[src/rtl/cpu_pkg.sv]
// cpu_pkg: shared fetch-stage types and constants
package cpu_pkg;
  typedef enum logic [1:0] {PC_BR = 2'd0, PC_JAL = 2'd1, PC_JALR = 2'd2} pc_sel_t;
  typedef enum logic {RUN, HALT} fetch_state_t;
  localparam logic [31:0] INSTR_NOP = 32'h00000013;
endpackage

[src/rtl/fetch_fifo.sv]
// fetch_fifo: synchronous FIFO with push/pop/flush and occupancy count
module fetch_fifo #(
  parameter int WIDTH = 64,
  parameter int DEPTH = 2
) (
  input  logic                     clock,
  input  logic                     reset,
  input  logic                     push,
  input  logic                     pop,
  input  logic                     flush,
  input  logic [WIDTH-1:0]         din,
  output logic [WIDTH-1:0]         dout,
  output logic [$clog2(DEPTH):0]   count
);
  localparam int AW = $clog2(DEPTH);
  logic [WIDTH-1:0] mem [DEPTH];
  logic [AW-1:0] wp, rp;
  assign dout = mem[rp];
  always_ff @(posedge clock or negedge reset)
    if (!reset) begin
      for (int i = 0; i < DEPTH; i++) mem[i] <= '0;
      wp <= '0;
      rp <= '0;
      count <= '0;
    end else if (flush) begin
      wp <= '0;
      rp <= '0;
      count <= '0;
    end else begin
      if (push) begin
        mem[wp] <= din;
        wp <= wp + AW'(1);
      end
      if (pop) rp <= rp + AW'(1);
      count <= count + (AW+1)'(push) - (AW+1)'(pop);
    end
endmodule

[src/rtl/fetch_unit.sv]
// fetch_unit: instruction fetch stage with credit-limited imem requests,
// instruction buffer, and redirect handling with in-flight response kill
module fetch_unit
  import cpu_pkg::*;
#(
  parameter int n = 32,
  parameter int alen = 6,
  parameter int QDEPTH = 2,
  parameter logic [n-1:0] RESET_PC = '0
) (
  input  logic            clock,
  input  logic            reset,
  input  logic            redirect,
  input  pc_sel_t         redirect_sel,
  input  logic [n-1:0]    redirect_base,
  input  logic [12:0]     brimm,
  input  logic [20:0]     jalimm,
  input  logic [11:0]     jalrimm,
  output logic            imem_req_valid,
  input  logic            imem_req_ready,
  output logic [alen-1:0] imem_addr,
  input  logic            imem_rsp_valid,
  input  logic [n-1:0]    imem_rsp_data,
  output logic            if_valid,
  input  logic            if_ready,
  output logic [n-1:0]    if_instr,
  output logic [n-1:0]    if_pc,
  output logic [n-1:0]    if_pc4,
  output logic            misalign
);
  localparam int CW = $clog2(QDEPTH) + 1;
  localparam logic [CW:0] QD = (CW+1)'(QDEPTH);
  fetch_state_t st;
  logic [n-1:0] fpc, target, q_pc;
  logic [CW-1:0] b_cnt, q_cnt, drop;
  logic redir, req_fire, push, pop;
  assign redir = redirect & (st == RUN);
  assign target = redirect_sel == PC_BR  ? redirect_base + {{(n-13){brimm[12]}}, brimm} :
                  redirect_sel == PC_JAL ? redirect_base + {{(n-21){jalimm[20]}}, jalimm} :
                  (redirect_base + {{(n-12){jalrimm[11]}}, jalrimm}) & {{(n-1){1'b1}}, 1'b0};
  // reset gates the request so nothing is offered while the memory is also in reset
  assign imem_req_valid = reset & (st == RUN) & ~redirect & ({1'b0, q_cnt} + {1'b0, b_cnt} < QD);
  assign req_fire = imem_req_valid & imem_req_ready;
  assign imem_addr = fpc[alen+1:2];
  assign push = imem_rsp_valid & (drop == '0) & ~redir;
  assign if_valid = (st == RUN) & ~redirect & (b_cnt != '0);
  assign pop = if_valid & if_ready;
  assign if_pc4 = if_pc + n'(4);
  assign misalign = st == HALT;
  // the PC queue keeps every outstanding request, stale or not, so its count is the in-flight total
  always_ff @(posedge clock or negedge reset)
    if (!reset) begin
      st <= RUN;
      fpc <= RESET_PC;
      drop <= '0;
    end else if (redir) begin
      drop <= q_cnt - CW'(imem_rsp_valid);
      if (target[1]) st <= HALT;
      else fpc <= target;
    end else begin
      if (req_fire) fpc <= fpc + n'(4);
      if (imem_rsp_valid && drop != '0) drop <= drop - CW'(1);
    end
  fetch_fifo #(.WIDTH(2*n), .DEPTH(QDEPTH)) u_buf (
    .clock(clock), .reset(reset), .push(push), .pop(pop), .flush(redir),
    .din({imem_rsp_data, q_pc}), .dout({if_instr, if_pc}), .count(b_cnt)
  );
  fetch_fifo #(.WIDTH(n), .DEPTH(QDEPTH)) u_pcq (
    .clock(clock), .reset(reset), .push(req_fire), .pop(imem_rsp_valid), .flush(1'b0),
    .din(fpc), .dout(q_pc), .count(q_cnt)
  );
endmodule

[config.mk]
export PLATFORM = sky130hd
export DESIGN_NAME = fetch_unit
export DESIGN_NICKNAME = d
export VERILOG_FILES = /design/src/rtl/cpu_pkg.sv /design/src/rtl/fetch_fifo.sv /design/src/rtl/fetch_unit.sv
export SDC_FILE = /design/constraint.sdc
export NUM_CORES = 1
export LEC_CHECK = 0
export CORE_MARGIN = 1
export CORE_UTILIZATION = 56
export DETAILED_ROUTE_END_ITERATION = 16
export PLACE_DENSITY = 0.81
export REMOVE_ABC_BUFFERS = 1
export SLEW_MARGIN = 15
export SYNTH_ARGS = -nofsm -noshare
export SYNTH_HDL_FRONTEND = slang
export SYNTH_SLANG_ARGS = --single-unit
[constraint.sdc]
create_clock -name clock -period 3.07 [get_ports clock]
set_input_delay 0.4605 -clock clock [delete_from_list [all_inputs] [get_ports clock]]
set_output_delay 0.4605 -clock clock [all_outputs]
set_load 0.03 [all_outputs]
# After elaboration in Yosys (flattened, before gate mapping)
# Cells that the tools add are included.
# op_classes
n_mux,24
bitwise_logic,17
add_sub_neg,16
reduce_logical,14
eq_ne,2
magnitude_cmp,7
# ops
op,count
32-bit 2-to-1 mux,9
64-bit 2-to-1 mux,4
128-bit bitwise mux,1
32-bit adder,3
"32-bit by 3-bit adder with 32-bit output, second input constant",2
64-bit bitwise mux,1
64-bit demux with 1-bit select,1
32-bit demux with 1-bit select,1
2-bit nonzero test,6
1-bit bitwise AND,10
"2-bit >= comparator, second input constant",4
1-bit inverter with 2-bit output,4
2-bit 2-to-1 mux,3
2-bit AND reduction,3
2-bit by 1-bit subtractor with 2-bit output,3
"1-bit adder, second input constant",4
2-bit by 1-bit adder with 2-bit output,2
2-bit logical NOT,2
"2-bit by 1-bit < comparator with 1-bit output, second input constant",2
1-bit 2-to-1 mux,4
2-bit by 2-bit adder with 3-bit output,1
1-bit logical AND,3
"3-bit by 2-bit < comparator with 1-bit output, second input constant",1
1-bit inverter,3
3 further kinds,3
# totals
wordCells,93
ff_bits,235
out_inout_bits,105
inputBits,118

# Logic depth before layout (Yosys ltp)
# depth
word_depth,7
ltp_mapped,13
ltp_nobuf,12

# Modules after synthesis
# From an unflattened synthesis, not the netlist that was laid out.
# hier_totals
cells_unflattened,1696
area_unflattened_um2,17320.4
# by_module_without_submodules
mod,area_each_um2,cells_per_inst,n_inst,seq_area_each_um2
fetch_unit,8272.9,1151,1,850.8
fetch_fifo (u_buf),6048.3,358,1,3303.2
fetch_fifo (u_pcq),2999.1,187,1,1701.6

# Worst setup path after synthesis
# Ideal clock, no wire load.
# synth_path
path_kind,reg2out
start,reg u_buf.rp
end,out if_pc4[28]
arrival_ns,2.956
t_required_ns,2.609
slack_ns,-0.346
stages_incl_launch_ff,11
path_cell_list,dfrtp_1 -> buf_4 -> mux2i_1 -> inv_1 -> ha_1 -> and3_1 -> nand2_1 -> nor2_1 -> and3_1 -> and3_1 -> xor2_1
# synth_via
elab_chain_cells,5
# synth_rtl
item,line,rtl
start: declaration,fetch_fifo.sv:17,"logic [AW-1:0] wp, rp;"
start signal: assignment,fetch_fifo.sv:34,if (pop) rp <= rp + AW'(1);
1-bit inverter with 2-bit output (implied by the code),fetch_fifo.sv:18,assign dout = mem[rp];
64-bit 2-to-1 mux (implied by the code) (3 in a row),fetch_fifo.sv:18,
via if_pc[2],fetch_unit.sv:27,"output logic [n-1:0] if_pc,"
32-bit by 3-bit adder with 32-bit output,fetch_unit.sv:48,assign if_pc4 = if_pc + n'(4);
end: declaration,fetch_unit.sv:28,"output logic [n-1:0] if_pc4,"
# The timed path passes the listed nets, and every way through them passes these cells. The select of a mux whose other input is x is not followed.

# Worst setup path in the final report
# layout_path
start,reg u_buf.rp
end,out if_pc4[26]
# layout_via
elab_chain_cells,5
# layout_rtl
item,line
1-bit inverter with 2-bit output (implied by the code),fetch_fifo.sv:18
64-bit 2-to-1 mux (implied by the code) (3 in a row),fetch_fifo.sv:18
32-bit by 3-bit adder with 32-bit output,fetch_unit.sv:48
# Every way passes these cells. The select of a mux whose other input is x is not followed.

==> tab_implementation.tex <==
\begin{tabular}{lr}
\hline
Metric & Value \\
\hline
\multicolumn{2}{l}{\textbf{Die}} \\
\quad Effective utilization at floorplan & 57.67\% \\
\quad I/O pin count & 223 \\
\quad Count of standard-cell rows & 61 \\
\quad Horizontal die dimension & 172.3 µm \\
\quad Total Die Area & 29,690 µm² \\
\quad Placeable core region & 28,160 µm² \\
\quad Floorplan die height & 172.3 µm \\
\multicolumn{2}{l}{\textbf{Routing}} \\
\quad Initial DRT Pass Iterations & 11 \\
\quad Wirelength, routed & 53.88 mm \\
\quad Remaining number of nets flagged by the antenna check after routing & 0 \\
\quad Average detailed-routed wire length per instance & 20.88 µm \\
\quad Vias per cell & 6.069 \\
\quad First-iteration detailed-routing DRC count & 1,164 \\
\quad Via count & 15.66k \\
\quad DRC violations left & 0 \\
\multicolumn{2}{l}{\textbf{Synth}} \\
\quad Count of unique library cells instantiated by Yosys & 83 \\
\quad Dominant register cell in the synthesized netlist & sky130\_fd\_sc\_hd\_\_dfrtp\_1 \\
\quad Top cell type's share of synthesized area & 35.44\% \\
\quad Average cell area after synthesis & 9.383 µm² \\
\quad Portion of the post-synthesis area used by sequential elements & 35.44\% \\
\quad Count of yosys warnings during synthesis & 0 \\
\quad Proportion of register bits with asynchronous set or reset after synthesis & 100.0\% \\
\quad Cell taking the most area after synthesis & sky130\_fd\_sc\_hd\_\_dfrtp\_1 \\
\quad Post-synth EDFFs & 0 \\
\quad Most common cell in the synthesized netlist & sky130\_fd\_sc\_hd\_\_dfrtp\_1 \\
\quad Area contributors post-synth & sky130\_fd\_sc\_hd\_\_dfrtp\_1 (35\%), sky130\_fd\_sc\_hd\_\_mux2\_2 (12\%), sky130\_fd\_sc\_hd\_\_ha\_1 (7.6\%) \\
\quad Most frequent cells after synthesis & sky130\_fd\_sc\_hd\_\_dfrtp\_1 (230), sky130\_fd\_sc\_hd\_\_mux2\_2 (169), sky130\_fd\_sc\_hd\_\_a21oi\_1 (147) \\
\quad Cell count after synthesis & 1,731 \\
\quad Number of register bits inferred by synthesis & 230 \\
\quad Summed instance area of the synthesized netlist & 16,240 µm² \\
\multicolumn{2}{l}{\textbf{GRT}} \\
\quad Number of global-route vias before repair & 15.29k \\
\quad Wire length of the first global-routing pass & 76.67 mm \\
\quad All-layer global routing usage & 32.51\% \\
\quad Initial antenna violation count & 0 \\
\quad Largest net degree at the start of global routing & 140 \\
\quad Remaining global-route overflow & 0 \\
\multicolumn{2}{l}{\textbf{Power}} \\
\quad Max VDD drop & 0.6238 mV \\
\quad Power per cell area & 764.0 nW/µm² \\
\quad Total power & 16.94 mW \\
\quad Static leakage & 10.22 nW \\
\multicolumn{2}{l}{\textbf{STA}} \\
\quad Maximum achievable frequency & 276.7 MHz \\
\quad Total negative setup slack & -6.126 ns \\
\quad Final critical path time including I/O delays and setup & 3.614 ns \\
\quad Unrepaired setup endpoints after global routing & true \\
\quad Transition time of the tightest slew-check pin & 0.8425 ns \\
\quad Fin worst setup slack & -0.5439 ns \\
\quad Number of setup violations in the final report & 22 \\
\quad Endpoints failing hold & 0 \\
\quad Period utilisation layout & 117.7\% \\
\quad Total count of max-transition violations in the final report & 0 \\
\quad Maximum clock skew at final layout & 0.02229 ns \\
\quad Max\_slew headroom & 43.32\% \\
\multicolumn{2}{l}{\textbf{Cells and area}} \\
\quad Sequential standard cell area & 5759 µm² \\
\quad Area growth syn-to-layout & 36.53\% \\
\quad Number of nets in the layout & 2,409 \\
\quad Antenna diodes & 0 \\
\quad Fill cell total of the finished layout & 1,730 \\
\quad Utilization after layout & 78.74\% \\
\quad Fraction of layout cells with a size suffix above 1 & 28.61\% \\
\quad Multi-input gate area in the final layout & 10,480 µm² \\
\multicolumn{2}{l}{\textbf{Placement}} \\
\quad IO buf count & 220 \\
\quad Setup slack after placement & -0.5718 ns \\
\quad HPWL reported at the end of detailed placement & 36.55 mm \\
\quad Final weighted congestion in routability-driven placement & 0.9585 \\
\multicolumn{2}{l}{\textbf{Run status}} \\
\quad Outcome & complete, but fails checks \\
\quad Violations in the final reports & negative setup slack \\
\multicolumn{2}{l}{\textbf{Clocking}} \\
\quad CTS Root Buffer Type & sky130\_fd\_sc\_hd\_\_clkbuf\_16 \\
\quad Worst-Skew Late Latency & 0.51 ns \\
\quad Count of H-tree levels built during CTS & 1 \\
\quad Clock-pin slew reported for the worst setup and hold paths after clock tree synthesis & 0.06 ns \\
\quad TritonCTS clock tree & built \\
\quad Number of buffers created by CTS & 23 \\
\quad Clk sink count & 230 \\
\quad Maximum buffer depth of the clock tree & 3 \\
\multicolumn{2}{l}{\textbf{Critical path}} \\
\quad Startpoint type of the worst setup path & flop \\
\quad Crit. End Element & primary output \\
\quad Worst-path fanout max & 12 \\
\quad Data required time of the worst path & 2.61 ns \\
\quad Data arrival time of the worst path & 3.15 ns \\
\quad Worst-path cell with the longest stage delay & sky130\_fd\_sc\_hd\_\_dfrtp\_4 \\
\quad Critical setup path kind & reg2out \\
\quad CP max stage delay & 0.54 ns \\
\quad List of cells traversed by the critical path & buf\_12 -> nor2b\_4 -> a32oi\_2 -> nor4\_4 -> nand3\_2 -> nor2\_4 -> nand2\_2 -> or3\_1 -> xnor2\_1 -> buf\_4 \\
\multicolumn{2}{l}{\textbf{Min path}} \\
\quad Class of the tightest hold or removal check & in2async \\
\multicolumn{2}{l}{\textbf{Flow run}} \\
\quad Max capacitance violation total & 0 \\
\hline
\end{tabular}
## where the power goes
part | leakage (nW) | internal [mW] | switching (mW)
logic | 6.91 | 4.12 | 5.10
clock network | 0.368 | 1.61 | 1.21
registers | 2.94 | 4.00 | 0.895
## state kept, by name, indices dropped and copies added (netlist names), 2 cells and up
name,count
drop,2
u_buf.mem,126
u_pcq.mem,62
u_buf.count,2
u_pcq.count,2
fpc,31
## cell families (layout without fill, tap and decap cells)
| group | count (synthesis) | count (layout) | synth area share, % |
|---|---|---|---|
| flops | 230 | 230 | 35.44 |
| xor+xnor | 109 | 109 | 5.878 |
| other cells | 1 | 2 | 0.02309 |
| simple gates | 468 | 468 | 13.63 |
| fa+ha+maj | 103 | 103 | 8.120 |
| compound gates | 462 | 462 | 18.24 |
| buf+inv | 130 | 600 | 3.320 |
| mux | 228 | 228 | 15.35 |
## stage by stage
step | cells | hold WS, ns | cell area (µm²)
floorplan | 1650 | 0.1649 | 15890
global placement | 2512 | 0.3265 | 20620
detailed placement | 2512 | 0.3338 | 20620
CTS | 2564 | 0.4051 | 21670
global route | 2580 | 0.4267 | 22180
finish | 2580 | 0.4039 | 22180
## repair_timing
item	CTS	global route
hold buffers	1	0
setup endpoints to repair	27	64
gates resized for setup	50	78
hold endpoints to repair	28	0
buffers inserted	12	16
pin swaps	10	30
## cells in the final DEF, fill, tap and decap left out, types with 19 or more instances in the layout
| master | count |
|---|---|
| sky130_fd_sc_hd__mux2i_1 | 50 |
| sky130_fd_sc_hd__ha_1 | 97 |
| sky130_fd_sc_hd__buf_4 | 295 |
| sky130_fd_sc_hd__nand2_1 | 133 |
| sky130_fd_sc_hd__dfrtp_1 | 229 |
| sky130_fd_sc_hd__xnor2_1 | 61 |
| sky130_fd_sc_hd__inv_1 | 46 |
| sky130_fd_sc_hd__nor2_1 | 122 |
| sky130_fd_sc_hd__nand2b_1 | 19 |
| sky130_fd_sc_hd__a31oi_1 | 21 |
| sky130_fd_sc_hd__mux2_2 | 167 |
| sky130_fd_sc_hd__nor3_1 | 34 |
| sky130_fd_sc_hd__clkdlybuf4s50_1 | 179 |
| sky130_fd_sc_hd__nand3_1 | 30 |
| sky130_fd_sc_hd__a211oi_1 | 19 |
| sky130_fd_sc_hd__a21oi_1 | 143 |
| sky130_fd_sc_hd__xor2_1 | 39 |
| sky130_fd_sc_hd__o21ai_0 | 106 |
| sky130_fd_sc_hd__a21o_1 | 41 |
| sky130_fd_sc_hd__clkbuf_16 | 23 |
## path summary, 6_finish.rpt
| check | from | end | slack [ns] | cells past startpoint |
|---|---|---|---|---|
| worst max-delay path | u_buf.rp | if_pc4[26] | -0.54 | 10 |
| worst min-delay path | reset | u_buf.mem[115] | 0.40 | 2 |
| worst max register to register | u_buf.count[0] | fpc[26] | 0.27 | 11 |
| worst min register to register | u_buf.mem[31] | u_buf.mem[31] | 0.49 | 2 |
| max in group asynchronous | reset | u_buf.rp | 1.46 | 3 |
| min in group clock | u_buf.mem[31] | u_buf.mem[31] | 0.49 | 2 |
## area by class of cell
class / instances / area share [%]
multi-input cells: 1372 / 47.24
flip-flops and latches: 230 / 25.97
repair buffers: 513 / 20.50
clock buffers: 31 / 3.002
well taps: 378 / 2.133
inverters: 48 / 0.8125
clock inverters: 8 / 0.3385
## critical path, delay by kind of cell (launching register included)
kind / cells / cell delay (ns)
and+or+nand+nor: 6 / 1.41
DFF: 1 / 0.54
buffers and inverters: 2 / 0.39
xor gates and xnor gates: 1 / 0.20
AOI/OAI and AO/OA: 1 / 0.09
## routing by layer
layer | up-vias | routed length [µm] | global-route usage (%)
met5 | - | 0 | 0
met4 | 0 | 2339 | 10.93
met3 | 192 | 3233 | 3.525
met2 | 673 | 26530 | 58.17
met1 | 7564 | 21770 | 40.62
li1 | 7230 | - | -
Power figures use the tool's default switching activity.
